### src/rtl/mega_sprite_pkg.sv
// Shared definitions for the Megaman sprite renderer.
//   - CPU register addresses
//   - ctrl register bit positions and the packed ctrl_t view of that register
package mega_sprite_pkg;

  localparam logic [1:0] REG_X0   = 2'd0;
  localparam logic [1:0] REG_Y0   = 2'd1;
  localparam logic [1:0] REG_CTRL = 2'd2;
  localparam logic [1:0] REG_DIV  = 2'd3;

  localparam int unsigned CTRL_ANIM_EN  = 0;
  localparam int unsigned CTRL_MIRROR   = 1;
  localparam int unsigned CTRL_FRAME_LO = 2;
  localparam int unsigned CTRL_FRAME_HI = 3;
  localparam int unsigned CTRL_BYPASS   = 4;

  typedef struct packed {
    logic       bypass;
    logic [1:0] frame;
    logic       mirror;
    logic       anim_en;
  } ctrl_t;

endpackage

### src/rtl/mega_anim_ctr.sv
// Animation frame sequencer.
//   clk, reset_n : clock, async active-low reset
//   frame_tick   : one-cycle pulse at the start of each video frame
//   anim_en      : 1 = auto-advance, 0 = frame follows frame_sel on each tick
//   frame_sel    : manual frame select
//   anim_div     : ticks per animation frame (0 behaves as 1)
//   frame_idx    : current animation frame
module mega_anim_ctr #(
  parameter int unsigned FRAME_BITS = 2
) (
  input  logic                  clk,
  input  logic                  reset_n,
  input  logic                  frame_tick,
  input  logic                  anim_en,
  input  logic [FRAME_BITS-1:0] frame_sel,
  input  logic [7:0]            anim_div,
  output logic [FRAME_BITS-1:0] frame_idx
);

  logic [7:0]            cnt_q;
  logic [7:0]            cnt_last;
  logic [FRAME_BITS-1:0] frame_q;

  // Divider of 0 is treated as 1 so the counter always rolls over.
  always_comb begin
    cnt_last = (anim_div == 8'd0) ? 8'd0 : anim_div - 8'd1;
  end

  always_ff @(posedge clk or negedge reset_n) begin
    if (!reset_n) begin
      cnt_q   <= '0;
      frame_q <= '0;
    end else if (!anim_en) begin
      cnt_q <= '0;
      if (frame_tick) frame_q <= frame_sel;
    end else if (frame_tick) begin
      if (cnt_q == cnt_last) begin
        cnt_q   <= '0;
        frame_q <= frame_q + 1'b1;
      end else begin
        cnt_q <= cnt_q + 8'd1;
      end
    end
  end

  assign frame_idx = frame_q;

endmodule

### src/rtl/mega_sprite_render.sv
// Sprite overlay stage: computes the sprite RAM address for the current scan pixel,
// applies chroma-key transparency and composites the sprite over the background.
//   clk, reset_n               : clock, async active-low reset
//   wr_en, reg_addr, wr_data   : CPU register writes (x0, y0, ctrl, anim_div)
//   x, y, frame_tick           : scan position and frame start pulse
//   si_rgb                     : background pixel in
//   ram_addr_r, ram_dout       : sprite RAM address (registered) and its read data
//   so_rgb, sprite_hit         : composited pixel and opaque-sprite flag, 2 clk after input
module mega_sprite_render
  import mega_sprite_pkg::*;
#(
  parameter int unsigned    CD           = 12,
  parameter int unsigned    ADDR_WIDTH   = 12,
  parameter int unsigned    SIZE_BITS    = 5,
  parameter int unsigned    FRAME_BITS   = 2,
  parameter logic [CD-1:0]  KEY_COLOR    = 12'hF0F,
  parameter logic [7:0]     ANIM_DIV_RST = 8'd8
) (
  input  logic                  clk,
  input  logic                  reset_n,
  input  logic                  wr_en,
  input  logic [1:0]            reg_addr,
  input  logic [31:0]           wr_data,
  input  logic [10:0]           x,
  input  logic [10:0]           y,
  input  logic                  frame_tick,
  input  logic [CD-1:0]         si_rgb,
  output logic [ADDR_WIDTH-1:0] ram_addr_r,
  input  logic [CD-1:0]         ram_dout,
  output logic [CD-1:0]         so_rgb,
  output logic                  sprite_hit
);

  localparam logic [11:0] SpriteEdge = 12'(1 << SIZE_BITS);

  logic [10:0]           x0_sh, y0_sh, x0_q, y0_q;
  logic [10:0]           x0_nxt, y0_nxt;
  ctrl_t                 ctrl_q;
  logic [7:0]            div_q;
  logic [FRAME_BITS-1:0] frame_idx;

  logic                  unused_wr_data;
  assign unused_wr_data = ^wr_data[31:11];

  // CPU registers. Active position is only reloaded at frame start; a write landing
  // on the same cycle as frame_tick goes straight through to the active copy.
  always_comb begin
    x0_nxt = (wr_en && reg_addr == REG_X0) ? wr_data[10:0] : x0_sh;
    y0_nxt = (wr_en && reg_addr == REG_Y0) ? wr_data[10:0] : y0_sh;
  end

  always_ff @(posedge clk or negedge reset_n) begin
    if (!reset_n) begin
      x0_sh  <= '0;
      y0_sh  <= '0;
      x0_q   <= '0;
      y0_q   <= '0;
      ctrl_q <= '0;
      div_q  <= ANIM_DIV_RST;
    end else begin
      if (wr_en) begin
        case (reg_addr)
          REG_X0:   x0_sh <= wr_data[10:0];
          REG_Y0:   y0_sh <= wr_data[10:0];
          REG_CTRL: ctrl_q <= '{bypass:  wr_data[CTRL_BYPASS],
                                frame:   wr_data[CTRL_FRAME_HI:CTRL_FRAME_LO],
                                mirror:  wr_data[CTRL_MIRROR],
                                anim_en: wr_data[CTRL_ANIM_EN]};
          REG_DIV:  div_q <= wr_data[7:0];
          default:  ;
        endcase
      end
      if (frame_tick) begin
        x0_q <= x0_nxt;
        y0_q <= y0_nxt;
      end
    end
  end

  mega_anim_ctr #(
    .FRAME_BITS (FRAME_BITS)
  ) u_anim_ctr (
    .clk        (clk),
    .reset_n    (reset_n),
    .frame_tick (frame_tick),
    .anim_en    (ctrl_q.anim_en),
    .frame_sel  (ctrl_q.frame),
    .anim_div   (div_q),
    .frame_idx  (frame_idx)
  );

  // Stage 0: hit test and address. 12-bit offsets so a sprite near the right or
  // bottom edge is clipped instead of wrapping to column/row 0.
  logic [11:0]           dx, dy;
  logic                  in_reg;
  logic [SIZE_BITS-1:0]  col, row;
  logic [ADDR_WIDTH-1:0] ram_addr_d;

  always_comb begin
    dx     = {1'b0, x} - {1'b0, x0_q};
    dy     = {1'b0, y} - {1'b0, y0_q};
    in_reg = (x >= x0_q) && (y >= y0_q) && (dx < SpriteEdge) && (dy < SpriteEdge);
    // 31 - dx for a 5-bit field is its bitwise inverse.
    col        = ctrl_q.mirror ? ~dx[SIZE_BITS-1:0] : dx[SIZE_BITS-1:0];
    row        = dy[SIZE_BITS-1:0];
    ram_addr_d = {frame_idx, row, col};
  end

  // Stage 1: address to RAM, hit flag and background held alongside.
  logic          in_reg_d1;
  logic [CD-1:0] si_rgb_d1;

  always_ff @(posedge clk or negedge reset_n) begin
    if (!reset_n) begin
      ram_addr_r <= '0;
      in_reg_d1  <= 1'b0;
      si_rgb_d1  <= '0;
    end else begin
      ram_addr_r <= ram_addr_d;
      in_reg_d1  <= in_reg;
      si_rgb_d1  <= si_rgb;
    end
  end

  // Stage 2: chroma key and composite.
  logic opaque;

  always_comb begin
    opaque = in_reg_d1 && (ram_dout != KEY_COLOR) && !ctrl_q.bypass;
  end

  always_ff @(posedge clk or negedge reset_n) begin
    if (!reset_n) begin
      so_rgb     <= '0;
      sprite_hit <= 1'b0;
    end else begin
      so_rgb     <= opaque ? ram_dout : si_rgb_d1;
      sprite_hit <= opaque;
    end
  end

endmodule

### config.mk
export PLATFORM = sky130hd
export DESIGN_NAME = mega_sprite_render
export DESIGN_NICKNAME = d
export VERILOG_FILES = /design/src/rtl/mega_sprite_pkg.sv /design/src/rtl/mega_anim_ctr.sv /design/src/rtl/mega_sprite_render.sv
export SDC_FILE = /design/constraint.sdc
export NUM_CORES = 1
export LEC_CHECK = 0
export ABC_AREA = 1
export ABC_CLOCK_PERIOD_IN_PS = 2200
export CAP_MARGIN = 20
export CORE_UTILIZATION = 50
export DETAILED_ROUTE_END_ITERATION = 8
export PLACE_DENSITY_LB_ADDON = 0.1
export REMOVE_ABC_BUFFERS = 1
export SLEW_MARGIN = 10
export SYNTH_ARGS = -nofsm -noshare
export SYNTH_HDL_FRONTEND = slang
export SYNTH_SLANG_ARGS = --single-unit
### constraint.sdc
create_clock -name clk -period 2.2 [get_ports clk]
set_input_delay 0.44 -clock clk [delete_from_list [all_inputs] [get_ports clk]]
set_output_delay 0.44 -clock clk [all_outputs]
set_load 0.05 [all_outputs]
==> run summary, run 1 <==
status - completed
DR pass1 iterations - 4
EDFF count, synth - 0
Synth Instances - 662
total CTS buffers - 9
Die H - 105.8 um
Pleak - 0.003473 uW
GRT Residual Overflow - 0
CP arrival - 2.37 ns
Seq cells post-synth - 105
vias in the first global route - 4408
Hold Slack - 0.04748 ns
DIE AREA - 0.01120 sq mm
GPL Wtd Cong - 0.8953
FMAX - 0.4815 GHz
num ports - 109
synthesized area per cell - 8.140 sq um
Clock Pin Slew Worst Setup and Hold Paths - 0.10 ns
Final Critical Period - 2.077 ns
Post-Route WL - 11790 um
via count - 4542
Layout area overhead - 28.30%
Post-synth top flop - dfrtp_1
largest net degree at the start of global routing - 62
Final Non-Filler Cells - 921
vias per cell - 4.932
Max Cap Viol - 0
initial antenna violation count - 0
worst hold-check path type - input port to async pin
peak supply drop - 0.5048 mV
overall routing resource usage - 0.2228
Max-slew headroom - 0.6554
CTS Sinks - 105
Antenna Violating Nets Remaining - 0
Slowest-stage cell, CP - clkdlybuf4s50_1
sequential area share after synthesis - 0.4878
Critical Path RT - 2.50 ns
share of cells above drive strength 1 - 0.1159
kind of critical path - input port to flip-flop
Pwr Density - 810.8 mW/mm^2
global-route wire length before repair - 19770 um
CP Launch Type - input port
clk_lat worst skew - 0.36 ns
Final nets - 890
asr flop ratio synth - 1.000
cell total after placement - 903
Synth area leaders - dfrtp_1, nand2_1, inv_1
port buffer count - 87
final hold viol count - 0
Ys Warns - 0
DRC viols - 0
Clock Skew - 0.006846 ns
Initial Util - 0.5197
count leader, synth - nand2_1
crit-path cells - clkdlybuf4s50_1 -> ha_1 -> nand2_1 -> inv_1 -> a21oi_2 -> nand2_1 -> nand2_1 -> nand2_1 -> nor2_1 -> nand3_1 -> nor2_1 -> nand4_1 -> nor2_1
mapped cell area - 0.005389 sq mm
largest area contributor in the netlist - dfrtp_1
cell mode on critical path - nand2_1
Antenna Cells - 0
HPWL after DPL - 8864 um
top-area cell type share of the netlist area - 0.4829
1st-iter DRT viols - 194
Final setup viols - 0
CTS tree - yes
CTS Buffer Depth - 2
crit share post-route - 0.9440
core footprint - 0.01037 sq mm
max incr delay on CP - 0.44 ns
Max Slew Vio Count - 0
Critical Path Sink Type - flip-flop
WL/cell - 12.80 um
Root Driver - clkbuf_8
# rows - 37
Netlist cell types - 32
Crit Path Max Fanout - 5
chip width - 105.8 um
Slew @ Worst Pin - 0.5153 ns
H-Tree Depth - 3
synth cell count leaders - nand2_1, dfrtp_1, inv_1
worst paths after layout:
kind | cells after the start | start | end | slack [ns]
max | 13 | x[6] | in_reg_d1 | 0.12
min | 2 | reset_n | so_rgb[7] | 0.05
max reg2reg | 13 | x0_q[0] | in_reg_d1 | 0.22
min reg2reg | 0 | u_anim_ctr.frame_idx[1] | ram_addr_r[11] | 0.44
max in group asynchronous | 2 | reset_n | div_q[3] | 1.80
min in group clk | 0 | u_anim_ctr.frame_idx[1] | ram_addr_r[11] | 0.44
kinds of logic after synthesis:
| kind of cell | after synthesis | synth area share |
|---|---|---|
| adders and majority gates | 26 | 0.06315 |
| xor gates and xnor gates | 20 | 0.03251 |
| and+or+nand+nor | 294 | 0.2373 |
| DFF | 105 | 0.4878 |
| buffers and inverters | 118 | 0.08266 |
| AOI/OAI and AO/OA | 99 | 0.09659 |
area by class of cell:
cell class,count,area [sq um]
Fill cell,854,3456
Sequential cell,105,2629
Multi-Input combinational cell,439,2379
Timing Repair Buffer,120,1159
Inverter,105,394.1
Tap cell,136,170.2
Clock buffer,13,158.9
Clock inverter,3,25.02
metrics by stage:
step / power, uW / setup TNS (ns) / setup WS, ns / area [sq um] / utilization
3_3_place_gp: 4412 / -0.3188 / -0.2708 / 6646 / 0.6409
2_1_floorplan: 3715 / 0 / 0.2703 / 5338 / -
6_report: 5606 / 0 / 0.1232 / 6914 / 0.6667
3_5_place_dp: 4470 / -0.4191 / -0.3414 / 6646 / 0.6409
4_1_cts: 5594 / 0 / 0.04246 / 6830 / 0.6587
5_1_grt: 5974 / -0.005882 / -0.005882 / 6914 / 0.6667
routing by layer:
layer | global-route usage | part of all wire | vias up
met5 | 0 | 0 | -
met4 | 0.05060 | 0.013 | 0
met3 | 0.04329 | 0.038 | 16
met2 | 0.3992 | 0.50 | 100
met1 | 0.2768 | 0.45 | 2107
li1 | - | - | 2319
report_power, final:
group          internal [uW]  switching (uW)  total, uW
Clock                    479             635       1110
Sequential              2220             146       2370
Combinational            856            1270       2120
Total                   3560            2050       5610
repair_timing:
item | 4_1_cts | 5_1_grt
gates resized for setup | 0 | 22
hold buffers | 0 | 0
setup buffers | 0 | 2
hold endpoints to repair | 0 | 0
setup endpoints to repair | 0 | 7
sequential cells by signal, indices dropped and copies added, names as in the netlist:
| signal | cells |
|---|---|
| y0_sh | 11 |
| x0_sh | 11 |
| in_reg_d1 | 1 |
| ctrl_q | 5 |
| so_rgb | 12 |
| u_anim_ctr.frame_idx | 2 |
| y0_q | 11 |
| si_rgb_d1 | 12 |
| u_anim_ctr.cnt_q | 8 |
| div_q | 8 |
| ram_addr_r | 12 |
| sprite_hit | 1 |
| x0_q | 11 |
cell usage in the layout (no fill, tap or decap), drive strengths merged, types with 2 or more instances in the layout:
cell type	synthesis	final
a21oi	18	18
inv	105	105
clkbuf	9	13
o21bai	5	5
clkinv	0	2
nand2	204	204
ha	24	24
buf	4	34
dlymetal6s2s	0	2
fa	2	2
nand4	13	13
nor3	6	6
o21ai	72	72
xor2	13	13
nand3	32	32
nor2	33	33
dfrtp	104	104
nand3b	2	2
nor4	3	3
a21o	3	3
xnor2	7	7
clkdlybuf4s50	0	84
worst max-delay path, delay by kind of cell:
family / cells / cell delay [ns]
adders and majority gates: 1 / 0.37
AOI/OAI and AO/OA: 1 / 0.20
buffers and inverters: 2 / 0.52
and+or+nand+nor: 9 / 0.86
No activity file was read; power rests on OpenSTA's default activity.
==> run 2: changes to the inputs <==
Settings changed: SYNTH_HIERARCHICAL set to 1.
==> run 2 against run 1 <==
Final area grew 3.6%. Via count grew 5.4%. Die area grew 4.5%. Hold slack lost 0.023 ns. Fmax shrank 0.51%. Register-to-register slack is essentially flat. Largest power group unchanged. Combinational power grew 7%. Critical path type unchanged. Total power grew 4.1%.
==> run summary, run 2 <==
worst hold-check path type - input port to async pin
Layout area overhead - 27.09%
Pwr Density - 814.9 mW/mm^2 (+0.51%)
RSZ-0062 raised after global routing - no
Antenna Violating Nets Remaining - 0 (unchanged)
synthesized area per cell - 7.869 sq um (-3.3%)
overall routing resource usage - 0.2363 (+0.01356)
cell total after placement - 966 (+7.0%)
Pleak - 0.003633 uW (+4.6%)
core footprint - 0.01089 sq mm (+5.0%)
final worst setup slack - 0.1126 ns (-0.01065 ns)
GRT Residual Overflow - 0 (unchanged)
Synth area leaders - dfrtp_1, nand2_1, inv_1
Final Non-Filler Cells - 982 (+6.6%)
Final setup viols - 0 (unchanged)
WL/cell - 13.15 um (+2.7%)
Final Util - 0.6577 (-0.009082)
largest registers - ram_addr_r: 12 flops, si_rgb_d1: 12 flops, so_rgb: 12 flops
num ports - 109 (unchanged)
Root Driver - clkbuf_8
worst r2r src - div_q[1]
Seq cells post-synth - 105 (unchanged)
final setup TNS - 0 ns (unchanged)
GPL Wtd Cong - 0.8852 (-1.1%)
most frequent cells in the layout - nand2_1, inv_1, dfrtp_1
HPWL after DPL - 10230 um (+15%)
CTS tree - yes
Antenna Cells - 0 (unchanged)
# rows - 38 (+2.7%)
Netlist cell types - 34 (+6.3%)
crit share post-route - 0.9488 (+0.004840)
Synth Area in XOR/XNOR - 0.03109 (-0.001415)
chip width - 108.2 um (+2.2%)
Fillers - 991 (+16%)
DIE AREA - 0.01170 sq mm (+4.5%)
Post-Route WL - 12910 um (+9.6%)
share of cells above drive strength 1 - 0.1045 (-0.01141)
via count - 4787 (+5.4%)
vias per cell - 4.875 (-1.2%)
Final nets - 948 (+6.5%)
Critical Path Sink Type - flip-flop
global-route wire length before repair - 21050 um (+6.5%)
port buffer count - 87 (unchanged)
H-Tree Depth - 3 (unchanged)
Clock Skew - 0.006979 ns (+0.0001328 ns)
Final Critical Period - 2.087 ns (+0.01065 ns)
FMAX - 0.4791 GHz (-0.51%)
synth cell count leaders - nand2_1, inv_1, dfrtp_1
Max Cap Viol - 0 (unchanged)
DR pass1 iterations - 4 (unchanged)
top-area cell type share of the netlist area - 0.4619 (-0.02102)
kind of critical path - input port to flip-flop
CTS Buffer Depth - 2 (unchanged)
Global Route met3 Usage - 0.02773 (-0.01556)
clk_lat worst skew - 0.36 ns (about the same)
final hold viol count - 0 (unchanged)
1st-iter DRT viols - 229 (+18%)
post-placement setup slack - -0.3301 ns (+0.01126 ns)
largest area contributor in the netlist - dfrtp_1
CTS Sinks - 105 (unchanged)
Crit Path Max Fanout - 2 (-3)
DRC viols - 0 (unchanged)
Max Slew Vio Count - 0 (unchanged)
Critical Path RT - 2.49 ns (about the same)
largest net degree at the start of global routing - 48 (-23%)
Clock Pin Slew Worst Setup and Hold Paths - 0.09 ns (about the same)
largest family of logic cells by synthesized area - simple AND/OR/NAND/NOR gates
initial antenna violation count - 0 (unchanged)
mapped cell area - 0.005634 sq mm (+4.6%)
status - completed
Hold Buf Count CTS - 0 (unchanged)
reg2reg path depth - 14 (+1)
Die H - 108.2 um (+2.2%)
Ys Warns - 6 (+6)
peak supply drop - 0.5094 mV (+0.91%)
Worst R2R Setup Slack - 0.23 ns (about the same)
M1 GR Usage - 0.3072 (+0.03045)
mux share of post-synthesis cell area - 0.003997 (+0.003997)
Slew @ Worst Pin - 0.5118 ns (-0.003528 ns)
Post-Synth Simple-Gate Area - 0.2636 (+0.02631)
Synth Instances - 716 (+8.2%)
post-synthesis compound-gate area fraction - 0.08661 (-0.009978)
EDFF count, synth - 0 (unchanged)
Initial Util - 0.5175 (-0.002200)
commonest non-fill, non-tap cell in the layout - nand2_1
Post-synth top flop - dfrtp_1
adder-cell share of the synthesized area - 0.06040 (-0.002749)
Hold Slack - 0.02485 ns (-0.02263 ns)
gr busiest metal - met2
CP arrival - 2.38 ns (about the same)
CP Launch Type - input port
Reg2Reg Capture Point - u_anim_ctr/frame_idx[1]
asr flop ratio synth - 1.000 (unchanged)
met2 Resource Use GR - 0.4040 (+0.004844)
vias in the first global route - 4508 (+2.3%)
sequential area share after synthesis - 0.4666 (-0.02123)
count leader, synth - nand2_1
Max-slew headroom - 0.6578 (+0.002359)
total CTS buffers - 9 (unchanged)
[run 2: critical path: stages]
cell and delay, ns:
clkdlybuf4s50_1 0.47, inv_1 0.05, ha_2 0.19, fa_2 0.34, inv_1 0.08, nand2_1 0.05, nand2_1 0.08, and2_1 0.16
nand3_1 0.08, nand4_1 0.10, nand2_1 0.06, nor2_1 0.08, nand3_1 0.08, nor2_1 0.12
[run 2: kinds of logic after synthesis]
logic type	count (synthesis)
compound gates	93
flops	105
fa+ha+maj	26
simple gates	339
buf+inv	131
mux	2
xor+xnor	20
[run 2: cell type report]
cell class	count	area (sq um)	area share
Clock inverter	2	37.54	0.005242
Clock buffer	13	158.9	0.02219
Tap cell	140	175.2	0.02446
Timing Repair Buffer	124	1184	0.1653
Sequential cell	105	2629	0.3671
Inverter	118	442.9	0.06186
Multi-Input combinational cell	480	2534	0.3538
[run 2: repair_timing]
item | in CTS | in global routing
buffers inserted | 0 | 1
resized for setup | 0 | 7
endpoints found under the setup margin | 0 | 1
[run 2: power by group]
part	switching [uW]	internal, uW
registers	144	2230
clock network	611	584
logic	1370	896
total	2130	3710
[run 2: how the worst max path moves through the flow]
stage                     from         to  slack (ns)
after floorplan           x[0]  in_reg_d1        0.29
after global placement    x[0]  in_reg_d1       -0.26
after detailed placement  y[0]  in_reg_d1       -0.33
after CTS                 y[0]  in_reg_d1        0.04
after global routing      y[0]  in_reg_d1     0.00001
final                     y[0]  in_reg_d1        0.11
[run 2: stage by stage]
step	area, sq um	total power (uW)
2_1_floorplan	5583	3832
3_3_place_gp	6934	4618
3_5_place_dp	6934	4666
4_1_cts	7131	5865
5_1_grt	7161	6242
6_report	7161	5835
[run 2: metal layers]
layer / vias to the layer above / part of all wire / wire [um]
li1: 2486 / - / -
met5: - / 0 / 0
met2: 81 / 0.48 / 6226
met1: 2203 / 0.46 / 5974
met3: 17 / 0.036 / 471
met4: 0 / 0.019 / 240
